`config.mk`:
```
export PLATFORM = sky130hd
export DESIGN_NAME = i2c_master_byte
export DESIGN_NICKNAME = d
export VERILOG_FILES = /design/src/rtl/i2c_pkg.sv /design/src/rtl/i2c_phase_timer.sv /design/src/rtl/i2c_master_byte.sv
export SDC_FILE = /design/constraint.sdc
export NUM_CORES = 1
export LEC_CHECK = 0
export CAP_MARGIN = 25
export CORE_MARGIN = 2
export CORE_UTILIZATION = 57
export DETAILED_ROUTE_END_ITERATION = 7
export DONT_BUFFER_PORTS = 1
export GPL_ROUTABILITY_DRIVEN = 0
export PLACE_DENSITY = 0.74
export SYNTH_ARGS = -nofsm -noshare
export SYNTH_HDL_FRONTEND = slang
export SYNTH_SLANG_ARGS = --single-unit
```
`constraint.sdc`:
```
create_clock -name clock -period 2.3 [get_ports clock]
set_input_delay 0.23 -clock clock [delete_from_list [all_inputs] [get_ports clock]]
set_output_delay 0.23 -clock clock [all_outputs]
set_load 0.03 [all_outputs]
```
`src/rtl/i2c_pkg.sv`:
```
// i2c_pkg: state encoding, phase-count constants and stretch-phase helper for the I2C byte engine
package i2c_pkg;
  typedef enum logic [3:0] {
    ST_IDLE,
    ST_START_A,
    ST_START_B,
    ST_START_C,
    ST_BIT_LOW,
    ST_BIT_HIGH,
    ST_BIT_FALL,
    ST_ACK_LOW,
    ST_ACK_HIGH,
    ST_ACK_FALL,
    ST_STOP_A,
    ST_STOP_B,
    ST_STOP_C,
    ST_DONE
  } i2c_state_t;
  localparam int PHASES_START = 3;
  localparam int PHASES_BYTE  = 24;
  localparam int PHASES_ACK   = 3;
  localparam int PHASES_STOP  = 3;
  function automatic logic is_stretch_phase(input i2c_state_t s);
    return s inside {ST_START_A, ST_BIT_HIGH, ST_ACK_HIGH, ST_STOP_B};
  endfunction
endpackage

```
`src/rtl/i2c_phase_timer.sv`:
```
// i2c_phase_timer: counts CLK_DIV cycles per bus phase and freezes while a slave holds SCL low
module i2c_phase_timer #(
  parameter int CLK_DIV   = 36,
  parameter int DIV_WIDTH = 16
) (
  input  logic clock,
  input  logic reset,
  input  logic i_run,
  input  logic i_load,
  input  logic i_hold,
  output logic o_phase_end
);
  logic [DIV_WIDTH-1:0] r_cnt;
  assign o_phase_end = i_run && (r_cnt == '0) && !i_hold;
  // reload on phase entry, otherwise count down unless the phase is being stretched
  always_ff @(posedge clock or posedge reset)
    if (reset) r_cnt <= '0;
    else if (i_load) r_cnt <= DIV_WIDTH'(CLK_DIV - 1);
    else if (r_cnt != '0 && !i_hold) r_cnt <= r_cnt - 1'b1;
endmodule

```
`src/rtl/i2c_master_byte.sv`:
```
// i2c_master_byte: one command per handshake (optional START, byte write/read, ACK/NACK, optional STOP); define I2C_CLOCK_STRETCH_EN to honour SCL stretching
module i2c_master_byte
  import i2c_pkg::*;
#(
  parameter int CLK_DIV   = 36,
  parameter int DIV_WIDTH = 16
) (
  input  logic       clock,
  input  logic       reset,
  input  logic       cmd_valid,
  output logic       cmd_ready,
  input  logic       cmd_start,
  input  logic       cmd_stop,
  input  logic       cmd_read,
  input  logic       cmd_nack,
  input  logic [7:0] write_byte,
  output logic [7:0] read_byte,
  output logic       done,
  output logic       ack_error,
  output logic       busy,
  output logic       scl,
  input  logic       scl_in,
  output logic       sda_out,
  output logic       sda_out_en,
  input  logic       sda_in
);
`ifdef I2C_CLOCK_STRETCH_EN
  localparam bit STRETCH_EN = 1'b1;
`else
  localparam bit STRETCH_EN = 1'b0;
`endif
  localparam logic [2:0] MSB_IDX = 3'(PHASES_BYTE / 3 - 1);
  i2c_state_t r_state;
  logic       r_scl, r_sda, r_sda_en, r_ready, r_done, r_ack_error;
  logic [7:0] r_read_byte, r_wbyte;
  logic [2:0] r_idx;
  logic       r_stop, r_read, r_nack;
  logic       w_accept, w_run, w_hold, w_phase_end;
  assign w_accept   = cmd_valid && r_ready;
  assign w_run      = (r_state != ST_IDLE) && (r_state != ST_DONE);
  assign w_hold     = STRETCH_EN && is_stretch_phase(r_state) && !scl_in;
  assign cmd_ready  = r_ready;
  assign busy       = !r_ready;
  assign done       = r_done;
  assign ack_error  = r_ack_error;
  assign read_byte  = r_read_byte;
  assign scl        = r_scl;
  assign sda_out    = r_sda;
  assign sda_out_en = r_sda_en;
  i2c_phase_timer #(.CLK_DIV(CLK_DIV), .DIV_WIDTH(DIV_WIDTH)) u_timer (
    .clock      (clock),
    .reset      (reset),
    .i_run      (w_run),
    .i_load     (w_accept || w_phase_end),
    .i_hold     (w_hold),
    .o_phase_end(w_phase_end)
  );
  // command sequencer: each bus level is registered on entry to the phase that owns it
  always_ff @(posedge clock or posedge reset) begin
    if (reset) begin
      r_state     <= ST_IDLE;
      r_scl       <= 1'b1;
      r_sda       <= 1'b1;
      r_sda_en    <= 1'b0;
      r_ready     <= 1'b1;
      r_done      <= 1'b0;
      r_ack_error <= 1'b0;
      r_read_byte <= '0;
      r_wbyte     <= '0;
      r_idx       <= MSB_IDX;
      r_stop      <= 1'b0;
      r_read      <= 1'b0;
      r_nack      <= 1'b0;
    end else begin
      r_done <= 1'b0;
      if (w_accept) begin
        r_stop      <= cmd_stop;
        r_read      <= cmd_read;
        r_nack      <= cmd_nack;
        r_wbyte     <= write_byte;
        r_ack_error <= 1'b0;
        r_ready     <= 1'b0;
        r_idx       <= MSB_IDX;
        if (cmd_start) begin
          r_state  <= ST_START_A;
          r_scl    <= 1'b1;
          r_sda    <= 1'b1;
          r_sda_en <= 1'b1;
        end else begin
          r_state  <= ST_BIT_LOW;
          r_scl    <= 1'b0;
          r_sda_en <= !cmd_read;
          r_sda    <= cmd_read ? r_sda : write_byte[MSB_IDX];
        end
      end else if (r_state == ST_DONE) begin
        r_state <= ST_IDLE;
      end else if (w_phase_end) begin
        case (r_state)
          ST_START_A: begin
            r_state <= ST_START_B;
            r_sda   <= 1'b0;
          end
          ST_START_B: begin
            r_state <= ST_START_C;
            r_scl   <= 1'b0;
          end
          ST_START_C: begin
            r_state  <= ST_BIT_LOW;
            r_sda_en <= !r_read;
            r_sda    <= r_read ? r_sda : r_wbyte[r_idx];
          end
          ST_BIT_LOW: begin
            r_state <= ST_BIT_HIGH;
            r_scl   <= 1'b1;
          end
          ST_BIT_HIGH: begin
            r_state <= ST_BIT_FALL;
            r_scl   <= 1'b0;
            if (r_read) r_read_byte[r_idx] <= sda_in;
          end
          ST_BIT_FALL: begin
            if (r_idx == 3'd0) begin
              r_state  <= ST_ACK_LOW;
              r_sda_en <= r_read;
              r_sda    <= r_read ? r_nack : r_sda;
            end else begin
              r_state  <= ST_BIT_LOW;
              r_idx    <= r_idx - 1'b1;
              r_sda_en <= !r_read;
              r_sda    <= r_read ? r_sda : r_wbyte[r_idx - 1'b1];
            end
          end
          ST_ACK_LOW: begin
            r_state <= ST_ACK_HIGH;
            r_scl   <= 1'b1;
          end
          ST_ACK_HIGH: begin
            r_state <= ST_ACK_FALL;
            r_scl   <= 1'b0;
            if (!r_read && sda_in) r_ack_error <= 1'b1;
          end
          ST_ACK_FALL: begin
            if (r_stop) begin
              r_state  <= ST_STOP_A;
              r_sda_en <= 1'b1;
              r_sda    <= 1'b0;
            end else begin
              r_state <= ST_DONE;
              r_done  <= 1'b1;
              r_ready <= 1'b1;
            end
          end
          ST_STOP_A: begin
            r_state <= ST_STOP_B;
            r_scl   <= 1'b1;
          end
          ST_STOP_B: begin
            r_state <= ST_STOP_C;
            r_sda   <= 1'b1;
          end
          ST_STOP_C: begin
            r_state <= ST_DONE;
            r_done  <= 1'b1;
            r_ready <= 1'b1;
          end
          default: r_state <= ST_IDLE;
        endcase
      end
    end
  end
endmodule

```
==> impl_metrics.ini <==
[layout]
nets = 355
antenna_cells = 0
drive_gt1_frac = 0.1791
syn_to_final_growth_pct = 12.76
nFillCells = 396

[global_route]
grt_pass1_wl_mm = 10.25
first_global_vias = 2192
busiest_layer = met2
grt_max_degree = 30
grt_util_met3 = 0.05014
antenna_found_initial = 0
gr-total-overflow = 0
grt_usage = 0.2418
grt_use_met1 = 0.3371
grt_util_met2 = 0.3736

[synth]
synthCells = 318
seq_area_frac_synth = 0.4280
synth-seq-cells = 48
synthTopCellsByCount = 45 x nand2_1, 42 x dfrtp_1, 34 x nor2_1
yosysUniqueCellTypes = 52
synth-edff-count = 0
syn_avg_cell_area_um2 = 8.880
syn-cell-area_mm2 = 0.002824
synth.area.top_cells = dfrtp_1 37%, nand2_1 6.0%, dfstp_2 5.6%
synth_top_area_cell = dfrtp_1
synth_fp_nets = 339
synth.most_common_cell = nand2_1
netlist.area_leader.share = 0.3722
synth_ff_type = dfrtp_1
postSynth.asyncResetShare = 1.000
yosys_warnings = 0

[power]
p_leak_uw = 0.001400
power_density_mw_per_mm2 = 907.5
irDropWorstVdd_mv = 0.5386

[drt]
ant_nets = 0
drt_iter0_drc = 259
drt-pass1-iter-count = 6
vias = 2317
wl_per_cell_um = 15.20
drc = 0
vias_per_cell = 5.764
routed_wl_mm = 6.110

[clock_tree]
root_buffer = clkbuf_8
clockBufferDepth = 2
htree_levels = 2
numCtsBuffers = 5
clk_pin_slew_worst_paths_ns = 0.08
cts.sinks = 48
clock_latency_ns = 0.30
cts_tree = yes

[timing]
fin_crit_ns = 2.179
tightest_slew_ns = 0.5225
rsz0062_at_grt = no
worst_slew_margin_rel = 0.6510
skew_ns = 0.008876
hold_violations = 0
max_freq_mhz = 459.0
maxSlewViolCount = 0
setup_tns_ns = 0
setup_viol = 0
whs_ns = 0.03318
post-route-period-util = 0.9473

[worst_setup_path]
critPathMaxFanout = 5
rr_worst_depth = 5
crit_required_ns = 2.49
startpoint_type = flop
path_class = reg2reg
crit_arrival_ns = 2.37
end_kind = flop

[job]
drv_cap = 0

[place]
port_buffers = 0
dp_hpwl_mm = 4.435

[floorplan]
core_mm2 = 0.004755
die_x_um = 74.39
rows = 25
die_h_um = 74.39
die_area_mm2 = 0.005533
initial_core_util = 0.5939
pin_count = 32

[hold_path]
hp-class = in2reg
min_path_cells = 2

[run_status]
status = finished clean
==> placed cells by master, fill, tap and decap left out, drive strengths merged, types with 8 or more instances in the layout <==
cell type / Yosys / routed
nand2: 45 / 45
nand2b: 9 / 9
a21oi: 15 / 15
nand3: 12 / 12
inv: 10 / 10
mux2: 8 / 8
nor4: 8 / 8
buf: 3 / 28
dfrtp: 42 / 42
nor2: 34 / 34
o21ai: 13 / 13
nor3: 14 / 14
==> metrics by stage <==
| stage | util | instances | setup slack [ns] | total power, uW | area, um^2 |
|---|---|---|---|---|---|
| global placement | 0.6392 | 390 | 0.09554 | 2312 | 3039 |
| floorplan | - | 318 | 0.03388 | 2018 | 2824 |
| global route | 0.6697 | 402 | 0.03252 | 3100 | 3184 |
| finish | 0.6697 | 402 | 0.1213 | 2890 | 3184 |
| CTS | 0.6632 | 400 | 0.04902 | 2875 | 3153 |
| detailed placement | 0.6392 | 390 | 0.05176 | 2347 | 3039 |
==> layout make-up <==
class	instances	area (um^2)	area share
Clock inverter	1	7.507	0.002358
Tap cell	67	83.83	0.02633
Inverter	10	37.54	0.01179
Clock buffer	7	86.33	0.02711
Timing Repair Buffer	31	252.7	0.07937
Multi-Input combinational cell	238	1508	0.4735
Sequential cell	48	1209	0.3796
==> critical path, cell delays in order, from the launching register on <==
cell	delay, ns
dfrtp_1	0.42
nor4_4	0.34
nand4_2	0.15
or3_4	0.43
or4_4	0.43
mux2_4	0.30
==> registers in the layout, indices dropped and copies added, names as in the netlist <==
name / flops
u_timer.r_cnt: 16
r_wbyte: 8
read_byte: 8
r_state: 4
r_idx: 3
ack_error: 1
cmd_ready: 1
done: 1
r_nack: 1
r_read: 1
r_stop: 1
scl: 1
sda_out: 1
sda_out_en: 1
==> metal layers <==
layer | wire, um | share of wire
met3 | 363 | 0.059
met1 | 2793 | 0.46
met4 | 167 | 0.027
met5 | 0 | 0
met2 | 2786 | 0.46
==> where the power goes <==
part	internal, uW	leakage, uW	switching, uW
Clock	245	0.0000445	275
Combinational	531	0.000756	587
Sequential	1040	0.000600	211
==> final timing paths <==
check | start | to | slack [ns]
setup / recovery | u_timer.r_cnt[6] | read_byte[2] | 0.12
hold / removal | write_byte[0] | r_wbyte[0] | 0.03
hold reg to reg | r_wbyte[6] | r_wbyte[6] | 0.51
min in group asynchronous | reset | u_timer.r_cnt[10] | 0.30
max in group asynchronous | reset | r_idx[0] | 1.35
setup reg to reg | u_timer.r_cnt[6] | read_byte[2] | 0.12
==> cells by family after synthesis <==
family | after synthesis | synth area share
AOI/OAI and AO/OA | 51 | 0.1125
xor gates and xnor gates | 14 | 0.04342
adders and majority gates | 4 | 0.01772
buffers and inverters | 32 | 0.04298
DFF | 48 | 0.4280
muxes | 16 | 0.07488
and+or+nand+nor | 153 | 0.2805
==> timing repair <==
action / 4_1_cts / 5_1_grt
endpoints found under the setup margin: 0 / 3
hold endpoints to repair: 11 / 1
hold buffers: 2 / 1
buffers inserted: 0 / 1
gates resized for setup: 0 / 2
(Power assumes the default switching activity.)
==> patch 1: new RTL, same flow settings <==
Add a define of `I2C_CLOCK_STRETCH_EN`.
--- a/src/rtl/i2c_master_byte.sv
+++ b/src/rtl/i2c_master_byte.sv
@@ -1,4 +1,6 @@
 // i2c_master_byte: one command per handshake (optional START, byte write/read, ACK/NACK, optional STOP); define I2C_CLOCK_STRETCH_EN to honour SCL stretching
+`define I2C_CLOCK_STRETCH_EN
+
 module i2c_master_byte
   import i2c_pkg::*;
 #(
Check against the original RTL: same outputs for any inputs over 10 cycles, from zero or initial values and one cycle with reset high; that may be too few to reach the edited logic, so the function may still have changed.
==> patch 1 against the original RTL <==
Worst setup slack got worse by 0.026 ns. Clock power fell by 5.6%. Highest routed layer unchanged. First-iteration DRC count fell by 26%. Count of clock-buffer cells in the layout did not move. Sequential share of layout area rose by 1.4 points. Critical path depth rose by 1. Routed wire length fell by 7.4%. Die area fell by 1.4%. Design area fell by 3.5%. Area after synthesis fell by 1.5%. Sequential cell count did not move. Worst hold slack got worse by 0.0041 ns. Largest power group unchanged. Power rose by 2.8%.
==> patch 1: results (changes against the original RTL) <==
Final nets - 335 (-5.6%)
WHS Endpoint - r_wbyte[5]$_DFFE_PP0P_
status - finished clean
top cells by area, synth - dfrtp_1 38%, nand2_1 7.3%, dfstp_2 5.7%, xnor2_1 4.4%, mux2_2 3.6%
metal3 WL - 326 um (-10%)
via count - 2144 (-7.5%)
Final Non-Filler Cells - 382 (-5.0%)
Max Fclk - 454 MHz (-1.2%)
Synth Area in Compound Gates - 0.123 (+0.0107)
Seq/Total Area, Yosys - 0.435 (+0.00655)
Worst Hold Slack - 0.0291 ns (-0.00411 ns)
slowest CP cell - or4_4
Post-Synth XOR/XNOR Area - 0.0504 (+0.00696)
vias in the first global route - 1946 (-11%)
placed cell areas - 0.00291 mm2 (-4.2%)
dpl ws - 0.0696 ns (+0.0178 ns)
first-pass GRT wire length - 9340 um (-8.8%)
sequential power - 1.31 mW (+5%)
met2 routed WL - 2630 um (-5.8%)
adder-cell share of the synthesized area - 0.0180 (+0.000271)
WL final - 5660 um (-7.4%)
largest net degree at the start of global routing - 49 (+63%)
GRT Overall Usage - 0.223 (-0.0184)
worst stage delay on the critical path - 0.56 ns (+0.13 ns)
slew margin rel. - 0.544 (-0.107)
Clock Power - 491 uW (-5.6%)
power per cell area - 967 mW/mm2 (+6.6%)
crit path max fanout - 8 (+3)
first drt pass iteration count - 4 (-2)
Detailed Place HPWL - 4050 um (-8.8%)
Post-synth top cells - 54 x nand2_1, 42 x dfrtp_1, 24 x nor2_1
proportion of synthesized area in mux cells - 0.0787 (+0.00384)
critical path arrival - 2.44 ns (+0.07 ns)
Worst Reg-to-Reg Cells - 6 (+1)
==> patch 1: changes by cell type after synthesis, moves of 3 or more <==
| cell | change |
|---|---|
| a31oi_1 | -4 |
| o211ai_1 | +3 |
| clkbuf_1 | -11 |
| nand3b_1 | -3 |
| xor2_1 | -5 |
| nor2_1 | -10 |
| nand2_1 | +9 |
| nand3_1 | -4 |
| or3_1 | +3 |
| nor2b_1 | +4 |
| buf_2 | +3 |
| xnor2_1 | +7 |
==> patch 1: layout make-up <==
cell class              count  area (um2)
fillers                   396        1650
well taps                  67        83.8
inverters                  10        37.5
repair buffers             18         165
clock buffers               7        76.3
flip-flops and latches     48        1210
multi-input cells         231        1490
clock inverters             1        8.76
==> patch 1: timing repair <==
action	in CTS	in global routing
buffers inserted	0	2
gates resized for setup	0	4
hold buffers	1	1
endpoints found under the setup margin	0	18
endpoints found under the hold margin	1	18
==> patch 1: metal layers <==
metal  up-vias  track usage
li1       1080            -
met1      1003        0.330
met2        57        0.332
met3         4       0.0521
met4         0       0.0525
met5         -            0
==> patch 2: new RTL, same settings <==
Without the edit above. Reset style: synchronous (`reset`), changed in 2 clocked blocks.
--- a/src/rtl/i2c_phase_timer.sv
+++ b/src/rtl/i2c_phase_timer.sv
@@ -13,7 +13,7 @@
   logic [DIV_WIDTH-1:0] r_cnt;
   assign o_phase_end = i_run && (r_cnt == '0) && !i_hold;
   // reload on phase entry, otherwise count down unless the phase is being stretched
-  always_ff @(posedge clock or posedge reset)
+  always_ff @(posedge clock)
     if (reset) r_cnt <= '0;
     else if (i_load) r_cnt <= DIV_WIDTH'(CLK_DIV - 1);
     else if (r_cnt != '0 && !i_hold) r_cnt <= r_cnt - 1'b1;
--- a/src/rtl/i2c_master_byte.sv
+++ b/src/rtl/i2c_master_byte.sv
@@ -56,7 +56,7 @@
     .o_phase_end(w_phase_end)
   );
   // command sequencer: each bus level is registered on entry to the phase that owns it
-  always_ff @(posedge clock or posedge reset) begin
+  always_ff @(posedge clock) begin
     if (reset) begin
       r_state     <= ST_IDLE;
       r_scl       <= 1'b1;
Formal check against the unedited RTL: differs if reset is asserted again (counterexample within 4 cycles, from zero or initial values and one cycle with reset high); with reset held inactive, the same outputs for 10 cycles.
==> patch 2 against the original RTL <==
Sequential cell count is the same. Worst hold slack lost 0.00068 ns. Die area shrank 2.0%. Clock skew shrank 0.00059 ns. Power grew 19%. Fmax shrank 1.5%. Worst setup slack lost 0.033 ns. Routed wire length grew 14%. Critical path depth grew 2. Area after synthesis shrank 2.1%. Global-route usage grew 2.8 points. Via count grew 14%. Design area shrank 6.1%. Largest cell class unchanged.
==> patch 2: results (changes against the original RTL) <==
Seq/Total Area, Yosys - 0.348 (-0.0805)
dpl ws - 0.0788 ns (+0.0270 ns)
fin crit period - 2.21 ns (+0.0331 ns)
number of H-tree levels - 2 (unchanged)
start point of the worst hold path - reset
Avg Vias per Cell - 6.39 (+11%)
ANT cells - 0 (unchanged)
TritonCTS buffer count - 5 (unchanged)
Final nets - 380 (+7.0%)
Synth Area in Compound Gates - 0.213 (+0.101)
Clock Path Buffers - 2 (unchanged)
GRT Overall Usage - 0.270 (+0.0285)
first-pass GRT wire length - 11400 um (+11%)
crit path max fanout - 12 (+7)
drt wl/cell - 16.9 um (+11%)
maximum VDD drop - 1.26 mV (+130%)
Final Non-Filler Cells - 413 (+2.7%)
Detailed Place HPWL - 4860 um (+9.5%)
HP Class - in -> reg
FF-to-FF setup slack - 0.09 ns (-0.03 ns)
Slew @ Worst Pin - 1.00 ns (+0.478 ns)
Post-Synth XOR/XNOR Area - 0.0475 (+0.00409)
fill count - 415 (+4.8%)
Cell variety after synth - 57 (+9.6%)
First DRT Iteration DRCs - 253 (-2.3%)
proportion of synthesized area in mux cells - 0.0163 (-0.0586)
largest family of logic cells by synthesized area - simple AND/OR/NAND/NOR gates
Worst Reg-to-Reg Cells - 7 (+2)
hold depth - 1 (-1)
Int Power - 1.93 mW (+6.2%)
R2R Path End - r_state[2]$_SDFFE_PP0P_
adder-cell share of the synthesized area - 0.0181 (+0.000377)
layout cells sized above 1 - 0.111 (-0.0677)
FF-to-FF Start - u_timer.r_cnt[10]$_SDFFE_PP0P_
CTS Root Cell - clkbuf_8
Syn Inst Count - 354 (+11%)
ys async rst share - 0 (-1.00)
first drt pass iteration count - 5 (-1)
Worst Skew - 0.00829 ns (-0.000587 ns)
critical path arrival - 2.45 ns (+0.08 ns)
latest clock arrival within the worst-skew pair - 0.31 ns
PortBufs - 0 (unchanged)
top cells by area, synth - dfxtp_1 35%, a21oi_1 7.4%, nand2_1 5.2%, nor2_1 3.7%, o21ai_0 3.4%
Post-synth top cells - 48 x dfxtp_1, 41 x a21oi_1, 38 x nand2_1, 27 x nor2_1, 19 x o21ai_0
largest net degree at the start of global routing - 27 (-10%)
yosys warns - 0 (unchanged)
antenna violations before repair - 0 (unchanged)
status - finished clean
placed cell count - 402 (+3.1%)
WHS Endpoint - scl$_SDFFE_PP1P_
vias in the first global route - 2389 (+9.0%)
Pleak - 1.10 nW (-22%)
==> patch 2: cells by family (layout without fill, tap and decap cells) <==
kind of cell	count (synthesis)	after routing
adder cells (fa/ha/maj)	4	4
flip-flops	48	48
AND/OR/NAND/NOR	153	153
AO/OA/AOI/OAI	96	96
XOR/XNOR	15	15
multiplexers	2	2
buffers and inverters	36	41
==> patch 2: area by class of cell <==
cell class	instances	area share
multi-input combinational	270	0.557
clock inverter	2	0.00418
tap	54	0.0226
timing repair buffer	23	0.0586
inverter	11	0.0138
clock buffer	5	0.0230
sequential	48	0.321
==> patch 2: power by group through the flow <==
stage	Clock [mW]	Combinational (mW)	Sequential, mW
finish	0.500	1.79	1.13
global route	0.545	1.96	1.15
CTS	0.509	1.65	1.13
detailed placement	0	1.63	1.15
global placement	0	1.59	1.14
floorplan	0	1.27	1.12
==> patch 2: metrics by stage <==
step	area [um2]	total power, mW	hold slack, ns
6_report	2990	3.43	0.0325
2_1_floorplan	2770	2.38	0.366
5_1_grt	2990	3.66	0.0265
4_1_cts	2960	3.29	0.0300
3_5_place_dp	2870	2.78	0.304
3_3_place_gp	2870	2.73	0.303
==> patch 2: worst max-delay path by stage <==
| stage | start | to | cells past startpoint |
|---|---|---|---|
| 2_1_floorplan | u_timer.r_cnt[9]$_SDFFE_PP0P_ | read_byte[4]$_SDFFE_PP0P_ | 6 |
| 3_3_place_gp | u_timer.r_cnt[10]$_SDFFE_PP0P_ | sda_out$_SDFFE_PP1P_ | 5 |
| 3_5_place_dp | u_timer.r_cnt[10]$_SDFFE_PP0P_ | sda_out$_SDFFE_PP1P_ | 5 |
| 4_1_cts | u_timer.r_cnt[10]$_SDFFE_PP0P_ | sda_out$_SDFFE_PP1P_ | 5 |
| 5_1_grt | u_timer.r_cnt[10]$_SDFFE_PP0P_ | r_state[1]$_SDFFE_PP0P_ | 5 |
| 6_report | u_timer.r_cnt[10]$_SDFFE_PP0P_ | r_state[2]$_SDFFE_PP0P_ | 7 |
==> patch 2: layer usage <==
layer	share of wire	vias to the layer above	GRT usage
met4	0.011	0	0.0949
met3	0.064	10	0.0549
met5	0	-	0
li1	-	1291	-
met1	0.45	1255	0.361
met2	0.47	84	0.433
==> patch 2: critical path, stage by stage, from the launching register on <==
cell and delay (ns):
dfxtp_1 0.35, or4_4 0.53, buf_4 0.16, nor4_2 0.20, buf_4 0.23, a31oi_1 0.19, a221o_1 0.34, a21oi_1 0.14
==> patch 2: repair_timing <==
action	4_1_cts	5_1_grt
resized for setup	0	2
endpoints found under the setup margin	0	5
hold buffers	1	0
hold endpoints to repair	26	0
buffers inserted	0	3
